===== config.mk =====
export PLATFORM = sky130hd
export DESIGN_NAME = bg_index_fetch
export DESIGN_NICKNAME = d
export VERILOG_FILES = /design/src/rtl/bg_pkg.sv /design/src/rtl/bg_valid_delay.sv /design/src/rtl/bg_index_fetch.sv
export SDC_FILE = /design/constraint.sdc
export NUM_CORES = 1
export LEC_CHECK = 0
export ABC_AREA = 1
export ABC_CLOCK_PERIOD_IN_PS = 4100
export CAP_MARGIN = 25
export CORE_MARGIN = 8
export CORE_UTILIZATION = 40
export DETAILED_ROUTE_END_ITERATION = 8
export PLACE_DENSITY = 0.67
export SKIP_CTS_REPAIR_TIMING = 1
export SLEW_MARGIN = 0
export SYNTH_ARGS = -nofsm -noshare
export SYNTH_HDL_FRONTEND = slang
export SYNTH_SLANG_ARGS = --single-unit

===== constraint.sdc =====
create_clock -name Clk -period 4.1 [get_ports Clk]
set_input_delay 0.615 -clock Clk [delete_from_list [all_inputs] [get_ports Clk]]
set_output_delay 0.615 -clock Clk [all_outputs]
set_load 0.1 [all_outputs]

===== src/rtl/bg_pkg.sv =====
`default_nettype none
// +----------------------------------------------------------------------+
// | bg_pkg - shared background geometry, index type and wrap helper      |
// | Rev 1.0                                                              |
// +----------------------------------------------------------------------+
package bg_pkg;

  localparam int BG_W     = 320;
  localparam int BG_H     = 240;
  localparam int ADDR_W   = 17;
  localparam int SCROLL_W = 9;

  typedef logic [3:0] bg_idx_t;

  localparam bg_idx_t BG_SKY_IDX = 4'h0;

  // Both operands are below BG_W, so one conditional subtract is a full modulo.
  function automatic logic [9:0] wrap_add(input logic [9:0] a, input logic [9:0] b);
    logic [9:0] s;
    s = a + b;
    if (s >= 10'(BG_W)) s = s - 10'(BG_W);
    return s;
  endfunction

endpackage
`default_nettype wire


===== src/rtl/bg_valid_delay.sv =====
`default_nettype none
// +----------------------------------------------------------------------+
// | bg_valid_delay - DEPTH-stage valid shift register, cleared by Reset  |
// | Rev 1.0                                                              |
// +----------------------------------------------------------------------+
module bg_valid_delay #(
  parameter int DEPTH = 1
) (
  input  logic Clk,
  input  logic Reset,
  input  logic i_d,
  output logic o_q
);

  logic [DEPTH-1:0] r_sr;

  always_ff @(posedge Clk) begin
    if (Reset) begin
      r_sr <= '0;
    end else begin
      r_sr[0] <= i_d;
      for (int i = 1; i < DEPTH; i++) r_sr[i] <= r_sr[i-1];
    end
  end

  assign o_q = r_sr[DEPTH-1];

endmodule
`default_nettype wire


===== src/rtl/bg_index_fetch.sv =====
`default_nettype none
// +----------------------------------------------------------------------+
// | bg_index_fetch - raster position to background ROM index, scrolled   |
// | Rev 1.0                                                              |
// +----------------------------------------------------------------------+
module bg_index_fetch
  import bg_pkg::*;
#(
  parameter int ROM_LAT = 1
) (
  input  logic                Clk,
  input  logic                Reset,
  input  logic                frame_start,
  input  logic                scroll_en,
  input  logic [3:0]          scroll_step,
  input  logic [9:0]          DrawX,
  input  logic [9:0]          DrawY,
  input  logic                active,
  output logic [ADDR_W-1:0]   rom_addr,
  input  logic [3:0]          rom_data,
  output logic [3:0]          bg_index,
  output logic                bg_valid,
  output logic [SCROLL_W-1:0] scroll_x
);

  logic [SCROLL_W-1:0] r_scroll_x;
  logic [ADDR_W-1:0]   r_rom_addr;
  logic                r_v1;
  bg_idx_t             r_bg_index;
  logic                r_bg_valid;

  logic [9:0]          w_hx;
  logic [9:0]          w_sx;
  logic [8:0]          w_sy;
  logic [ADDR_W-1:0]   w_row;
  logic [ADDR_W-1:0]   w_addr;
  logic                w_v_aligned;

  // Source image is pixel-doubled, so halve the raster coordinates.
  assign w_hx = DrawX >> 1;
  assign w_sy = 9'(DrawY >> 1);
  assign w_sx = wrap_add(w_hx, 10'(r_scroll_x));

  generate
    if (BG_W == 320) begin : g_row_shift
      assign w_row = (ADDR_W'(w_sy) << 8) + (ADDR_W'(w_sy) << 6);
    end else begin : g_row_mult
      assign w_row = ADDR_W'(ADDR_W'(w_sy) * ADDR_W'(BG_W));
    end
  endgenerate

  assign w_addr = w_row + ADDR_W'(w_sx);

  always_ff @(posedge Clk) begin
    if (Reset) begin
      r_scroll_x <= '0;
    end else if (frame_start && scroll_en) begin
      r_scroll_x <= SCROLL_W'(wrap_add(10'(r_scroll_x), 10'(scroll_step)));
    end
  end

  // Address stage holds during blanking so the ROM address bus stays quiet.
  always_ff @(posedge Clk) begin
    if (Reset) begin
      r_rom_addr <= '0;
      r_v1       <= 1'b0;
    end else begin
      if (active) r_rom_addr <= w_addr;
      r_v1 <= active;
    end
  end

  bg_valid_delay #(
    .DEPTH (ROM_LAT)
  ) u_vdelay (
    .Clk   (Clk),
    .Reset (Reset),
    .i_d   (r_v1),
    .o_q   (w_v_aligned)
  );

  always_ff @(posedge Clk) begin
    if (Reset) begin
      r_bg_index <= BG_SKY_IDX;
      r_bg_valid <= 1'b0;
    end else begin
      r_bg_index <= w_v_aligned ? rom_data : BG_SKY_IDX;
      r_bg_valid <= w_v_aligned;
    end
  end

  assign rom_addr = r_rom_addr;
  assign bg_index = r_bg_index;
  assign bg_valid = r_bg_valid;
  assign scroll_x = r_scroll_x;

endmodule
`default_nettype wire

Yosys cells after proc, flatten, opt, wreduce, memory -nomap -nowiden --
Index checks and enable logic that the tools add are counted.
Storage, ports and cells: register bits 33, logic and storage cells 19, input bits 33, output and inout bits 31
Cells by class: mux-type cells 2, order comparisons 2, $add $sub $neg 6, reductions and logical operators 2, bitwise operators 1
Operator list (count):
- $ge 10x9->1 const B | 2
- $add 17x10->17 | 1
- $add 17x15->17 | 1
- $add 9x4->10 | 1
- $add 9x9->10 | 1
- $mux 10 | 1
- $sub 10x9->10 const B | 1
- $mux 9 | 1
- $sub 9x9->9 const B | 1
- $reduce_or 2->1 | 1
- $logic_and 1x1->1 | 1
- $not 1->1 | 1

Longest topological paths before layout --
Gate-level depths: netlist of run 1.
depth in word-level cells 4, depth in mapped cells 25, mapped depth without buffers 25

Cells and area by module --
A second synthesis of run 1 with hierarchy kept.
Second synthesis, totals: cell total of the unflattened synthesis 390, area, all modules 2667.6 µm²
By module, submodules not included:
- bg_index_fetch | area each 2637.5 µm², cells an instance 387, instances 1, seq. area each 640.6 µm²
- bg_valid_delay | area each 30.0 µm², cells an instance 3, instances 1, seq. area each 20.0 µm²

Worst setup path after synthesis of run 1 --
OpenSTA, ideal clock, no wires.
path type register to register, from reg r_scroll_x[0], in the netlist scroll_x[0], to reg r_rom_addr[13], in the netlist rom_addr[13], required time 3985 ps, path buffers 0, arrival 4134 ps, slack -149 ps, clock period less this slack 4249 ps, setup time 115 ps, stages on the path, launching flop included 24, cell sequence dfxtp_1 > ha_1 > inv_1 > fa_1 > o21ai_2 > nand2_1 > nand3_1 > nand2_1 > nand2_4 > nand2_2 > nand2_4 > nand3_1 > nand2_1 > inv_1 > ha_1 > ha_1 > fa_1 > nand3_1 > nand2_1 > a21oi_1 > o21ai_0 > xor2_1 > o21ai_0 > inv_1
On the way: cells in the longest elaborated chain, start to end 4, elaborated cells on any way between the ends 5, those cells by class add/sub: 3; order compare: 1; mux: 1
RTL lines:
- from (decl) | line bg_index_fetch.sv:26 | logic [SCROLL_W-1:0] r_scroll_x;
- from (signal assigned) | line bg_index_fetch.sv:58 | r_scroll_x <= SCROLL_W'(wrap_add(10'(r_scroll_x), 10'(scroll_step)));
- $add 9x9->10 (*) | line bg_pkg.sv:20 | s = a + b;
- $sub 10x9->10 / $ge 10x9->1 (equally long branches) | line bg_pkg.sv:21 | if (s >= 10'(BG_W)) s = s - 10'(BG_W);
- $mux 10 (*) | line bg_pkg.sv:21
- $add 17x10->17 (*) | line bg_index_fetch.sv:52 | assign w_addr = w_row + ADDR_W'(w_sx);
- to (signal assigned) | line bg_index_fetch.sv:68 | if (active) r_rom_addr <= w_addr;
- to (decl) | line bg_index_fetch.sv:27 | logic [ADDR_W-1:0] r_rom_addr;
Every way passes the cells marked *; elsewhere a longest branch is shown, timed or not. A chain may end at the register's enable or synchronous reset.

Worst setup path in the final report of run 1 --
from in DrawX[1], to reg r_rom_addr[15], in the netlist rom_addr[15]
On the way: cells in the longest elaborated chain, start to end 4, elaborated cells on any way between the ends 5, those cells by class add/sub: 3; order compare: 1; mux: 1
RTL lines:
- from (decl) | line bg_index_fetch.sv:16 | input logic [9:0] DrawX,
- $add 9x9->10 (*) | line bg_pkg.sv:20
- $sub 10x9->10 / $ge 10x9->1 (equally long branches) | line bg_pkg.sv:21
- $mux 10 (*) | line bg_pkg.sv:21
- $add 17x10->17 (*) | line bg_index_fetch.sv:52
Marks and branches as above.

==> metrics.yaml, run 1 <==
internal_power_mw: 0.827
diodes: 0
leakagePower_nw: 1.91
initial_utilization_pct: 41.8
cp_top_family: "adder cells"
syn_to_final_growth_pct: 40.7
fin_crit_sh_pct: 96.5
syn-num-nets: 461
place.gp.congestion: 0.869
path_common_cell: "nand2_1"
fmaxAchievable_mhz: 253
clockPowerShare_pct: 26.8
hold_viol_final: 0
setup_tns_ns: 0
startpoint: "DrawX[1]"
wl_per_cell_um: 13.6
clk_latency_ns: 0.30
power_frac_seq_pct: 25.9
critical_path_required_ns: 4.28
ys_seq_area_share_pct: 24.8
cp.arrival_ns: 4.14
drc_errors: 0
syn-cell-area_um2: 2670
clock_sinks: 33
fin_hold_ws_ns: 0.419
grt_pass1_vias: 2761
hold_class: "flip-flop to flip-flop"
dp.cells: 551
viasPerCell: 5.01
cts_root_buf: "clkbuf_8"
fin_crit_ns: 3.95
end_kind: "flip-flop"
cts_tree: "done"
syn_area_per_cell_um2: 6.81
maxSlewHeadroom_pct: 32.9
antenna_left: 0
placed_area_um2: 3550
die_x_um: 97.7
p_total_mw: 1.42
yosysUniqueCellTypes: 31
cts.reportedPaths.clkPinSlew_ns: 0.08
setup_viol: 0
track_usage_pct: 15.8
netlist_instances: 392
min_from: "r_v1$_SDFF_PP0_"
power_density_nw_per_um2: 377
clockBufferDepth: 2
synth-seq-cells: 33
cp_max_fo: 5
vdd_drop_max_v: 0.000274
die_area_um2: 9540
slowest_delay_ns: 0.46
portBuffers: 61
ios: 64
fin_skew_ns: 0.0117
dr.pass1.iters: 4
numCtsBuffers: 5
final_cell_area_um2: 3760
nFillCells: 598
yosysWarnings: 0
hpwlAfterDp_um: 6020
maxSlewViolCount: 0
cp_num_buf_inv: 5
maxCapViolCount: 0
drive_above_1_share_pct: 15.3
initialDrtViolationCount: 143
placeableCoreArea_um2: 6390
grt_max_degree: 23
htreeDepth: 2
max_slew.worst_pin.slew_ns: 1.00
slowest_stage: "clkdlybuf4s50_1"
die_y_um: 97.7
grt_pass1_wl_um: 12600
switching_share_pct: 41.6
antenna_found_initial: 0
num_vias: 2807
stdcell_count: 560
rows: 29
regToRegStartpoint: "scroll_x[0]$_SDFFE_PP0P_"
p_switching_mw: 0.589
rsz0062_at_grt: "yes"
status: "finished, final reports clean"
drt_wl_total_um: 7610
combinationalPowerShare_pct: 47.3
worstSetupStartpointType: "input port"
nets: 551
critPathKind: "input port to flip-flop"
grt_overflow: 0
==> logic make-up after synthesis <==
group | synth area share, %
xor+xnor | 3.28
fa+ha+maj | 18.3
simple gates | 28.3
flops | 24.8
compound gates | 14.3
buf+inv | 11.1
==> power by group through the flow <==
stage	registers, mW	logic [mW]	clock network, mW
after floorplan	0.567	0.248	0
final	0.366	0.670	0.379
after global placement	0.374	0.636	0
after detailed placement	0.374	0.641	0
after global routing	0.370	0.730	0.400
after CTS	0.367	0.646	0.391
==> registers in the layout (all words and copies together) (netlist names) <==
| register | flops |
|---|---|
| bg_index | 4 |
| bg_valid | 1 |
| r_v1 | 1 |
| rom_addr | 17 |
| scroll_x | 9 |
| u_vdelay.o_q | 1 |
==> final cells by class <==
cell class	count	area, µm²	share of cell area (%)
clock buffer	5	68.8	1.83
inverter	70	263	7.00
multi-input combinational	282	1770	47.2
sequential	33	663	17.7
tap	77	96.3	2.56
timing repair buffer	90	828	22.1
clock inverter	3	65.1	1.73
==> through the flow <==
stage          worst slack, ns  utilization, %
6_report                 0.145            58.8
5_1_grt                -0.0907            58.8
4_1_cts                -0.0175            57.8
3_5_place_dp            -0.323            55.7
3_3_place_gp            -0.262            55.7
2_1_floorplan           0.0461               -
==> cells in the final DEF (no fill, tap or decap), types with 2 or more instances in the layout <==
cell type	instances
fa_2	2
a31oi_1	6
dfxtp_2	2
buf_4	29
nand3_1	23
nand2_4	3
dfxtp_1	31
nand3_2	4
clkdlybuf4s50_1	61
nor3_1	3
o21ai_1	4
inv_1	68
inv_2	2
fa_1	3
bufinv_16	2
clkbuf_8	5
nand2_1	70
nand4_1	6
o21bai_1	2
nor2_2	2
a21oi_1	13
o211ai_1	3
o21ai_0	28
a21oi_2	3
nand2_2	12
nor2_1	47
ha_1	29
xor2_1	9
==> final timing paths <==
check,end,slack (ns),cells after the start
worst max-delay path,rom_addr[15]$_SDFFE_PP0P_,0.15,26
worst min-delay path,u_vdelay.o_q$_SDFF_PP0_,0.42,2
worst max register to register,rom_addr[15]$_SDFFE_PP0P_,0.53,25
worst min register to register,u_vdelay.o_q$_SDFF_PP0_,0.42,2
==> worst register-to-register path, cell delays in order, from the launching register on <==
cell      delay (ns)
dfxtp_2         0.38
ha_1            0.18
inv_1           0.07
fa_2            0.42
o21ai_4         0.18
nand4_1         0.13
nand2_1         0.09
nand2_1         0.07
nand2_2         0.10
nand2_4         0.07
nand2_2         0.07
nand2_1         0.05
nand2_1         0.05
inv_1           0.04
ha_1            0.27
ha_2            0.20
fa_2            0.35
nand3_2         0.09
nand2_2         0.06
buf_4           0.15
nand2_2         0.07
nand2_1         0.06
nand2_1         0.06
nand3_1         0.06
o211ai_1        0.13
inv_1           0.06
==> per-layer routing <==
metal | track usage, % | wire (µm)
met1 | 18.4 | 3380
met2 | 26.7 | 3660
met3 | 3.77 | 397
met5 | 0 | 0
met4 | 6.41 | 169
==> Yosys cell counts <==
cell type  number  area [µm²]
nand2_1        74         278
fa_1            5         100
inv_1          69         259
a21boi_2        1        11.3
dfxtp_1        33         661
buf_6           1        11.3
nand3_2         3        30.0
nor3_1          3        15.0
xor2_1          9        78.8
o21bai_1        2        15.0
xnor2_1         1        8.76
a21oi_1        15        75.1
nand3b_1        1        7.51
o221ai_1        1        8.76
nand2_2         9        56.3
nor2_1         47         176
o21ai_0        31         155
clkbuf_1        6        22.5
ha_1           31         388
inv_2           1        3.75
a31oi_1         6        37.5
o21ai_2         2        17.5
o211ai_1        3        22.5
o31ai_1         1        7.51
nand3_1        24         120
nor2_2          2        12.5
o21ai_1         1        5.00
nand2_4         2        22.5
nand4_1         6        37.5
a21oi_2         1        8.76
a21oi_4         1        16.3
(Power assumes the default switching activity.)
==> run 2: changes to the inputs <==
--- a/config.mk
+++ b/config.mk
@@ -16,4 +16,5 @@
 export SLEW_MARGIN = 0
 export SYNTH_ARGS = -nofsm -noshare
 export SYNTH_HDL_FRONTEND = slang
+export SYNTH_HIERARCHICAL = 1
 export SYNTH_SLANG_ARGS = --single-unit
==> run 2 against run 1 <==
  * Worst hold slack worse by 0.0019 ns
  * Synthesized area is essentially flat
  * Sequential power is essentially flat
  * Sequential share of layout area decreased by 0.18 points
  * Die area hardly changed
  * Largest power group unchanged
  * Largest cell class unchanged
  * Highest routed layer unchanged
==> metrics.yaml, run 2 <==
hold_class: "flip-flop to flip-flop"
setup_viol: 0  # unchanged
netlist_instances: 390  # -0.51%
fin_crit_sh_pct: 93.7  # -2.8 points
synth.area.top_cells: "dfxtp_1 (25%), ha_1 (15%), nand2_1 (10%)"
critical_path_required_ns: 4.29  # about the same
critPathKind: "input port to flip-flop"
rsz0062_at_grt: "no"
drc_errors: 0  # unchanged
startpoint: "DrawX[3]"
drive_above_1_share_pct: 17.0  # +1.7 points
wl_per_cell_um: 12.9  # -4.9%
die_x_um: 97.7  # about the same
syn_area_per_cell_um2: 6.84  # +0.47%
clock_sinks: 33  # unchanged
cts_tree: "done"
yosysWarnings: 6  # +6
fmaxAchievable_mhz: 260  # +3.0%
die_area_um2: 9540  # about the same
fin_crit_ns: 3.84  # -0.114 ns
path_common_cell: "nand2_2"
cp.arrival_ns: 4.03  # -0.11 ns
setup_tns_ns: 0  # unchanged
maxCapViolCount: 0  # unchanged
num_vias: 2772  # -1.2%
final_cell_area_um2: 3790  # +1.0%
clk_latency_ns: 0.29  # about the same
initial_utilization_pct: 41.8  # about the same
cp_max_fo: 5  # unchanged
clockBufferDepth: 2  # unchanged
nets: 550  # -0.18%
grt_overflow: 0  # unchanged
placeableCoreArea_um2: 6390  # unchanged
ios: 64  # unchanged
synth-seq-cells: 33  # unchanged
power_density_nw_per_um2: 373  # -0.92%
reg2regPathDepth: 23  # -8.0%
vdd_drop_max_v: 0.000285  # +4.1%
endpoint: "rom_addr[13]$_SDFFE_PP0P_"
synthTopCellsByCount: "nand2_1 (72), inv_1 (69), nor2_1 (42), dfxtp_1 (33), ha_1 (31)"
largest_register_ffs: 17  # unchanged
syn_to_final_growth_pct: 42.3
leakagePower_nw: 1.91  # +0.42%
grt_pass1_wl_um: 12300  # -2.8%
hold_viol_final: 0  # unchanged
cts.reportedPaths.clkPinSlew_ns: 0.08  # about the same
worstSetupStartpointType: "input port"
track_usage_pct: 15.0  # -0.74 points
yosysMostFrequentCell: "nand2_1"
yosysTopAreaCell: "dfxtp_1"
cp_cell_sequence: "clkdlybuf4s50_1 > ha_1 > a21oi_1 > o21ai_2 > nand3_2 > nand2_2 > nand2_2 > nand2_2 > nand2_4 > nand2_4 > nand2_2 > nand2_1 > nand2_1 > inv_1 > ha_1 > ha_2 > fa_2 > nand3_2 > nand2_2 > a21oi_2 > o21ai_2 > xor2_1 > o21ai_1 > inv_1"
maxSlewHeadroom_pct: 33.9  # +0.97 points
placed_area_um2: 3540  # -0.39%
portBuffers: 61  # unchanged
layout_common_cells: "inv_1 (68), nand2_1 (68), clkdlybuf4s50_1 (60)"
numCtsBuffers: 5  # unchanged
htreeDepth: 2  # unchanged
regToRegStartpoint: "scroll_x[0]$_SDFFE_PP0P_"
final_core_util_pct: 59.4  # +0.61 points
async_flop_share_pct: 0  # unchanged
syn-cell-area_um2: 2670  # about the same
slowest_delay_ns: 0.43  # -0.03 ns
yosysUniqueCellTypes: 30  # -3.2%
fin_skew_ns: 0.0117  # +0.0000621 ns
antenna_left: 0  # unchanged
drt_wl_total_um: 7230  # -4.9%
hpwlAfterDp_um: 5600  # -6.9%
rows: 29  # unchanged
cts_root_buf: "clkbuf_8"
ys_seq_area_share_pct: 24.8  # about the same
maxSlewViolCount: 0  # unchanged
synth_edf_count: 0  # unchanged
end_kind: "flip-flop"
r2r_setup_slack_ns: 0.54  # about the same
yosysTopAreaCellShare_pct: 24.8  # about the same
max_slew.worst_pin.slew_ns: 0.989  # -0.0145 ns
viasPerCell: 4.95  # -1.2%
initialDrtViolationCount: 116  # -19%
syn-num-nets: 459  # -0.43%
grt_max_degree: 23  # unchanged
status: "finished, final reports clean"
grt_pass1_vias: 2729  # -1.2%
place.gp.congestion: 0.872  # +0.33%
die_y_um: 97.7  # about the same
dr.pass1.iters: 4  # unchanged
slowest_stage: "clkdlybuf4s50_1"
rr_endpoint: "rom_addr[13]$_SDFFE_PP0P_"
synth_ff_type: "dfxtp_1"
antenna_found_initial: 0  # unchanged
==> run 2: power by group <==
| group | total (mW) | switching, mW | internal (mW) |
|---|---|---|---|
| Combinational | 0.674 | 0.432 | 0.242 |
| Clock | 0.374 | 0.132 | 0.242 |
| Sequential | 0.369 | 0.0202 | 0.349 |
==> run 2: cells by family after synthesis <==
kind of cell             count (synthesis)  synth area share (%)
AO/OA/AOI/OAI                           66                  14.3
XOR/XNOR                                10                  3.28
adder cells (fa/ha/maj)                 36                  18.3
buffers and inverters                   76                  10.7
flip-flops                              33                  24.8
AND/OR/NAND/NOR                        169                  28.7
==> run 2: worst min path at each step <==
stage | start | to | cells past startpoint | slack (ns)
after floorplan | r_v1$_SDFF_PP0_ | u_vdelay/o_q$_SDFF_PP0_ | 2 | 0.40
after global placement | r_v1$_SDFF_PP0_ | u_vdelay/o_q$_SDFF_PP0_ | 2 | 0.40
after detailed placement | r_v1$_SDFF_PP0_ | u_vdelay/o_q$_SDFF_PP0_ | 2 | 0.41
after CTS | r_v1$_SDFF_PP0_ | u_vdelay/o_q$_SDFF_PP0_ | 2 | 0.42
after global routing | r_v1$_SDFF_PP0_ | u_vdelay/o_q$_SDFF_PP0_ | 2 | 0.44
final | r_v1$_SDFF_PP0_ | u_vdelay/o_q$_SDFF_PP0_ | 2 | 0.42
==> run 2: layout make-up <==
cell class | instances | area (µm²)
fillers | 592 | 2590
multi-input cells | 281 | 1810
clock buffers | 5 | 68.8
diodes | 1 | 2.50
well taps | 77 | 96.3
clock inverters | 3 | 65.1
inverters | 70 | 263
flip-flops and latches | 33 | 663
repair buffers | 90 | 831
==> run 2: metrics by stage <==
stage	cells	total power, mW	hold WS, ns	worst slack (ns)
floorplan	390	0.816	0.402	0.0312
global placement	547	0.997	0.402	-0.229
detailed placement	547	1.01	0.412	-0.310
CTS	555	1.38	0.422	-0.0221
global route	559	1.51	0.437	0.0540
finish	560	1.42	0.417	0.259
==> run 2: worst max-delay path: cells and delay by family <==
family | cells | cell delay, ns
AOI/OAI and AO/OA | 5 | 0.71
xor gates and xnor gates | 1 | 0.14
adders and majority gates | 4 | 1.26
buffers and inverters | 3 | 0.53
and+or+nand+nor | 11 | 0.78
==> run 2: metal layers <==
metal	routed length, µm	vias up	global-route usage [%]
li1	-	1437	-
met1	3200	1253	18.2
met2	3480	74	26.0
met3	439	8	3.06
met4	114	0	4.20
met5	0	-	0
